### src/rtl/accu_burst_feeder.sv
// Serializes a packed N_BEATS-sample word LSB-first onto a beat stream and reports each burst sum.
// Define ACCU_BURST_FEEDER_GAP_EN to insert one idle cycle between back-to-back bursts.
module accu_burst_feeder #(
   parameter int unsigned DATA_W  = 8,
   parameter int unsigned N_BEATS = 4,
   parameter int unsigned SUM_W   = DATA_W + $clog2(N_BEATS)
) (
   input  logic                      clk,
   input  logic                      rst,
   input  logic                      in_valid,
   output logic                      in_ready,
   input  logic [DATA_W*N_BEATS-1:0] in_data,
   input  logic                      out_ready,
   output logic                      valid_out,
   output logic [DATA_W-1:0]         data_out,
   output logic                      last_out,
   output logic                      sum_valid,
   output logic [SUM_W-1:0]          sum_out
);

   localparam int unsigned      BeatW    = $clog2(N_BEATS);
   localparam logic [BeatW-1:0] LastBeat = BeatW'(N_BEATS - 1);

   typedef enum logic [0:0] {StIdle, StSend} state_e;

   state_e             state_q, state_d;
   logic [BeatW-1:0]   beat_q, beat_d, beat_inc;
   logic [DATA_W-1:0]  hold_q [N_BEATS];
   logic [DATA_W-1:0]  hold_d [N_BEATS];
   logic [SUM_W-1:0]   run_q, run_d;
   logic               valid_q, valid_d;
   logic [DATA_W-1:0]  data_q, data_d;
   logic               last_q, last_d;
   logic               sum_valid_q, sum_valid_d;
   logic [SUM_W-1:0]   sum_q, sum_d;
   logic               fire, fin, accept;

   always_comb begin
`ifdef ACCU_BURST_FEEDER_GAP_EN
      in_ready = (state_q == StIdle);
`else
      in_ready = (state_q == StIdle) ||
                 ((state_q == StSend) && (beat_q == LastBeat) && out_ready);
`endif
   end

   assign fire     = (state_q == StSend) && out_ready;
   assign fin      = fire && (beat_q == LastBeat);
   assign accept   = in_valid && in_ready;
   assign beat_inc = beat_q + BeatW'(1);

   always_comb begin
      state_d     = state_q;
      beat_d      = beat_q;
      hold_d      = hold_q;
      run_d       = run_q;
      valid_d     = valid_q;
      data_d      = data_q;
      last_d      = last_q;
      sum_valid_d = 1'b0;
      sum_d       = sum_q;

      // data_q always mirrors the beat currently on the bus, so it is the addend.
      if (fire) begin
         if (fin) begin
            sum_d       = run_q + SUM_W'(data_q);
            sum_valid_d = 1'b1;
            run_d       = '0;
         end else begin
            run_d = run_q + SUM_W'(data_q);
         end
      end

      if (accept) begin
         for (int k = 0; k < N_BEATS; k++) begin
            hold_d[k] = in_data[k*DATA_W +: DATA_W];
         end
         state_d = StSend;
         beat_d  = '0;
         valid_d = 1'b1;
         data_d  = in_data[DATA_W-1:0];
         last_d  = 1'b0;
      end else if (fin) begin
         state_d = StIdle;
         valid_d = 1'b0;
         last_d  = 1'b0;
      end else if (fire) begin
         beat_d = beat_inc;
         data_d = hold_q[beat_inc];
         last_d = (beat_inc == LastBeat);
      end
   end

   always_ff @(posedge clk or posedge rst) begin
      if (rst) begin
         state_q     <= StIdle;
         beat_q      <= '0;
         for (int k = 0; k < N_BEATS; k++) begin
            hold_q[k] <= '0;
         end
         run_q       <= '0;
         valid_q     <= 1'b0;
         data_q      <= '0;
         last_q      <= 1'b0;
         sum_valid_q <= 1'b0;
         sum_q       <= '0;
      end else begin
         state_q     <= state_d;
         beat_q      <= beat_d;
         hold_q      <= hold_d;
         run_q       <= run_d;
         valid_q     <= valid_d;
         data_q      <= data_d;
         last_q      <= last_d;
         sum_valid_q <= sum_valid_d;
         sum_q       <= sum_d;
      end
   end

   assign valid_out = valid_q;
   assign data_out  = data_q;
   assign last_out  = last_q;
   assign sum_valid = sum_valid_q;
   assign sum_out   = sum_q;

endmodule

### config.mk
export PLATFORM = sky130hd
export DESIGN_NAME = accu_burst_feeder
export DESIGN_NICKNAME = d
export VERILOG_FILES = /design/src/rtl/accu_burst_feeder.sv
export SDC_FILE = /design/constraint.sdc
export NUM_CORES = 1
export LEC_CHECK = 0
export CORE_UTILIZATION = 40
export CTS_CLUSTER_DIAMETER = 30
export DETAILED_ROUTE_END_ITERATION = 8
export PLACE_DENSITY = 0.65
export SLEW_MARGIN = 10
export SYNTH_ARGS = -nofsm -noshare
export SYNTH_HDL_FRONTEND = slang
export SYNTH_SLANG_ARGS = --single-unit
### constraint.sdc
create_clock -name clk -period 4.2 [get_ports clk]
set_input_delay 0.63 -clock clk [delete_from_list [all_inputs] [get_ports clk]]
set_output_delay 0.63 -clock clk [all_outputs]
set_load 0.01 [all_outputs]
==> results of run 1 <==
metrics by stage:
stage                     instances  setup slack [ns]   util  power [mW]
after floorplan                 247              1.94      -        2.03
final                           407              1.29  0.530        2.94
after global placement          392              1.54  0.503        2.39
after CTS                       407              1.27  0.530        2.97
after global routing            407              1.12  0.530        3.16
after detailed placement        392              1.53  0.503        2.42
state kept, by name, summed over array words and instances, names as in the netlist:
signal and flops:
beat_q 2, data_out 8, hold_q 32, last_out 1, run_q 10, sum_out 10, sum_valid 1, valid_out 1
placed cells by master, fill, tap and decap left out, types with 2 or more instances in the layout:
master / n
o31ai_1: 3
a211oi_1: 3
nand2_1: 24
o21ai_0: 18
clkbuf_8: 11
o211ai_1: 3
inv_1: 15
a222oi_1: 8
mux2_2: 28
nand3_1: 3
nor2b_1: 2
xnor2_1: 2
nand2b_1: 3
clkdlybuf4s50_1: 57
o21ai_1: 2
ha_1: 10
a21o_1: 2
clkinv_2: 2
nor3_1: 2
nor2_1: 4
a31oi_1: 2
mux2_1: 5
xor2_1: 4
a21oi_1: 5
dfrtp_1: 65
mux4_1: 3
mux4_2: 5
cells in the mapped netlist (all sizes together) (4+ instances only):
master,n
ha,10
mux4,8
a222oi,8
buf,9
nand2,24
xor2,4
a21oi,5
mux2,33
inv,16
nor2,4
o21ai,20
dfrtp,65
path summary, 6_finish.rpt:
kind                            start  cells after the start  slack [ns]          to
setup / recovery            beat_q[0]                      4        1.29    in_ready
hold / removal             sum_out[9]                      2        0.47  sum_out[9]
setup reg to reg            beat_q[0]                      5        1.52   hold_q[3]
hold reg to reg            sum_out[9]                      2        0.47  sum_out[9]
max in group asynchronous         rst                      3        2.59    run_q[7]
min in group asynchronous         rst                      2        0.76    run_q[5]
per-layer routing:
metal,vias to the layer above,track usage,part of all wire
met5,-,0,0
li1,1009,-,-
met3,11,0.0398,0.051
met1,1033,0.228,0.47
met2,67,0.244,0.45
met4,0,0.0806,0.021
report_power, final:
part | internal [mW] | switching (mW) | total (mW)
Sequential | 0.923 | 0.206 | 1.13
Combinational | 0.714 | 0.561 | 1.27
Clock | 0.302 | 0.232 | 0.533
Total | 1.94 | 0.998 | 2.94
final cells by class:
type                            instances  area [um^2]  area share
Clock buffer                           12          155      0.0397
Clock inverter                          3         40.0      0.0103
Inverter                               16         60.1      0.0154
Multi-Input combinational cell        154         1320       0.338
Sequential cell                        65         1630       0.417
Tap cell                               99          124      0.0317
Timing Repair Buffer                   58          578       0.148
cells by family after synthesis:
| family | count (synthesis) |
|---|---|
| compound gates | 52 |
| buf+inv | 28 |
| mux | 41 |
| simple gates | 44 |
| fa+ha+maj | 11 |
| xor+xnor | 6 |
| flops | 65 |
critical path, delay by kind of cell, from the launching register on:
family                   cells  cell delay (ns)
adder cells (fa/ha/maj)      1             0.49
buffers and inverters        1             0.55
flip-flops                   1             0.69
AND/OR/NAND/NOR              2             0.21
==> impl_metrics.ini, run 1 <==
[layout]
syn2layout_area_growth_pct = 26.4
nNetsFinal = 351
drive_gt1_frac = 0.169
finalInstanceArea_um2 = 3910
nFillCells = 656
diodes = 0

[pwr]
leakagePower_nw = 1.71
power_density_nw_per_um2 = 752
peakVddDrop_mv = 0.315

[worst_setup_path]
cp_slowest_cell = dfrtp_1
critical_path_required_ns = 3.57
slowest_delay_ns = 0.69
cpMostUsedCell = nand2_1
critical_path_peak_fanout = 12
crit_path_start_kind = flip-flop
end_kind = output port
worst_ep_arrival_time_ns = 2.28
critPathKind = flip-flop to output port
worstPathCellList = ha_1 -> nand2_1 -> nand2_1 -> clkdlybuf4s50_1

[clocking]
worstSkewPairLatency_ns = 0.34
cts_setup_buffers = 0
cts_made_buffers = 9
ctsRootBufferMaster = clkbuf_8
cts_resized = 0
cts_buffer_depth = 2
h-tree-depth = 3
cts.sinks = 65
ctsHoldBuffers = 0
tritoncts = built
clk_pin_slew_ns = 0.07

[floorplan]
fp.dieH_um = 89.9
die_area_um2 = 8080
io_pins = 58
rows = 31
core_um2 = 7370
start_util = 0.419
die_w_um = 89.9

[synth]
synthSimpleGateAreaFrac = 0.0660
synth_fa_ha_area_frac = 0.0470
synthFlopType = dfrtp_1
netlist_instances = 247
synth_cell_types = 41
synth-async-reset-ratio = 1.00
synthXorXnorAreaFrac = 0.0170
yosysTopAreaCell = dfrtp_1
synth_edf_count = 0
synth_area_um2 = 3090
synth_mux_area_frac = 0.182
synth_top_family_by_area = multiplexers
synth_warnings = 0
synth-compound-area-share = 0.115
syn_nets = 294
netlist_top_cells_area = dfrtp_1, mux2_2, ha_1
ys_seq_elements = 65
synth_top_area_frac = 0.527
seq_area_frac_synth = 0.527
avgSynthCellArea_um2 = 12.5

[sta]
tightestPinTransition_ns = 0.889
final.setup_skew_ns = 0.00386
maxSlewViolCount = 0
setup_viol = 0
rsz0062_at_grt = false
min_period_over_period = 0.694
hold_violations = 0
finalSetupTns_ns = 0
max_freq_mhz = 343
whs_ns = 0.475
finalCriticalPeriod_ns = 2.91
maxSlewHeadroom = 0.407

[routing]
finalWirelength_um = 6130
drt_iter0_markers = 104
routed_via_density = 5.21
drc = 0
wire_per_inst_um = 15.1
first_pass_iters = 5
ant_nets = 0
vias = 2120

[global_route]
grt_max_degree = 41
grt_overflow = 0
grt_pass1_vias = 2109
grt_pass1_wl_um = 10400
grt_usage = 0.165
antenna_found_initial = 0

[place]
gp_congestion = 0.758
place_area_um2 = 3710
io_buffers = 57
dpl.hpwl_um = 4270

[status]
status = completed

[hold_path]
min_path_type = flip-flop to flip-flop

[job]
max-cap-violations = 0
(Power assumes the default switching activity.)
==> inputs of run 2 (changes only) <==
Settings changed: PLACE_DENSITY 0.65 to 0.67.
Clock period 4.2 ns to 2.56 ns, I/O delays scaled along.
==> impl_metrics.ini, run 2 (same netlist as run 1, synthesis figures left out) <==
[layout]
largest_reg_flops = 32
layout_common_cells = dfrtp_1, clkdlybuf4s50_1, mux2_2
drive_gt1_frac = 0.187
final_common_cell = dfrtp_1
stdcell_count = 414
nNetsFinal = 357
top_register = hold_q
diodes = 0
syn2layout_area_growth_pct = 30.5
finalInstanceArea_um2 = 4030

[sta]
final.setup_skew_ns = 0.00421
finalCriticalPeriod_ns = 2.26
finalSetupTns_ns = 0
tightestPinTransition_ns = 0.901
setup_viol = 0
maxSlewViolCount = 0
rsz0062_at_grt = false
max_freq_mhz = 442
min_period_over_period = 0.884
maxSlewHeadroom = 0.400
hold_violations = 0

[place]
io_buffers = 57
place_area_um2 = 3780
dpl.hpwl_um = 4550
gp_congestion = 0.772
dpl.cell_count = 398

[global_route]
grt_busiest_layer = met2
met3_usage = 0.0575
grt_usage = 0.175
use_met1 = 0.230
grt_max_degree = 41
grt_pass1_vias = 2184
antenna_found_initial = 0
use_met2 = 0.266
grt_pass1_wl_um = 11000
grt_overflow = 0

[clocking]
cts_made_buffers = 9
cts.sinks = 65
h-tree-depth = 3
tritoncts = built
worstSkewPairLatency_ns = 0.35
ctsRootBufferMaster = clkbuf_8
clk_pin_slew_ns = 0.07
cts_buffer_depth = 2
ctsHoldBuffers = 0
cts_setup_buffers = 0
cts_resized = 0

[worst_setup_path]
end_kind = output port
cpMostUsedCell = nand2_1
critPathKind = flip-flop to output port
critical_path_required_ns = 2.18
crit_family = buffers and inverters
crit_path_start_kind = flip-flop
worst_ep_arrival_time_ns = 1.88
slowest_delay_ns = 0.54
worstPathCellList = ha_1 -> nand2_1 -> nand2_1 -> clkdlybuf4s50_1
critical_path_peak_fanout = 11
critPathBufInv = 1
cp_slowest_cell = clkdlybuf4s50_1

[routing]
finalWirelength_um = 6390
drt_iter0_markers = 126
routed_via_density = 5.20
first_pass_iters = 5
drc = 0
wire_per_inst_um = 15.4
vias = 2154
ant_nets = 0

[floorplan]
core_um2 = 7370
start_util = 0.419
rows = 31
die_area_um2 = 8080
fp.dieH_um = 89.9
io_pins = 58
die_w_um = 89.9

[status]
status = completed

[hold_path]
min_path_type = input port to asynchronous set/reset pin

[pwr]
peakVddDrop_mv = 0.445
p_total_mw = 5.13
power_density_nw_per_um2 = 1270
leakagePower_nw = 1.76

[job]
max-cap-violations = 0
[run 2: area by class of cell]
cell class | instances | area (um^2)
fillers | 655 | 3340
multi-input cells | 154 | 1320
clock buffers | 10 | 138
repair buffers | 64 | 648
flip-flops and latches | 65 | 1630
well taps | 99 | 124
clock inverters | 6 | 115
inverters | 16 | 60.1
[run 2: worst reg2reg max path, cell delays in order, from the launching register on]
cell and delay [ns]:
dfrtp_1 0.39, ha_1 0.21, inv_1 0.06, fa_1 0.40
nor2b_1 0.16, o211ai_1 0.11, a31o_2 0.29, or3_1 0.30
nand3_1 0.08
[run 2: path summary, 6_finish.rpt]
kind | start | endpoint | slack, ns | cells after the start
setup reg to reg | data_out[0] | sum_out[8] | 0.48 | 8
max in group asynchronous | rst | valid_out | 1.52 | 3
min in group clk | sum_out[5] | sum_out[5] | 0.48 | 2
hold reg to reg | sum_out[5] | sum_out[5] | 0.48 | 2
hold / removal | rst | sum_out[4] | 0.44 | 2
setup / recovery | beat_q[0] | in_ready | 0.30 | 4
[run 2: metal layers]
layer	wire (um)	share of wire	up-vias
li1	-	-	1027
met2	3050	0.48	60
met1	2810	0.44	1052
met3	415	0.065	15
met4	110	0.017	0
met5	0	0	-
[run 2: power by group]
part	total [mW]	switching [mW]	leakage, nW	internal [mW]
Sequential	1.82	0.301	0.796	1.51
Combinational	2.23	1.01	0.845	1.22
Clock	1.09	0.409	0.123	0.676
[run 2: metrics by stage]
stage               worst slack (ns)   util  hold WS [ns]
floorplan                      0.550      -         0.449
global placement               0.507  0.513         0.459
detailed placement             0.502  0.513         0.470
CTS                            0.275  0.547         0.465
global route                   0.104  0.547         0.507
finish                         0.297  0.547         0.442
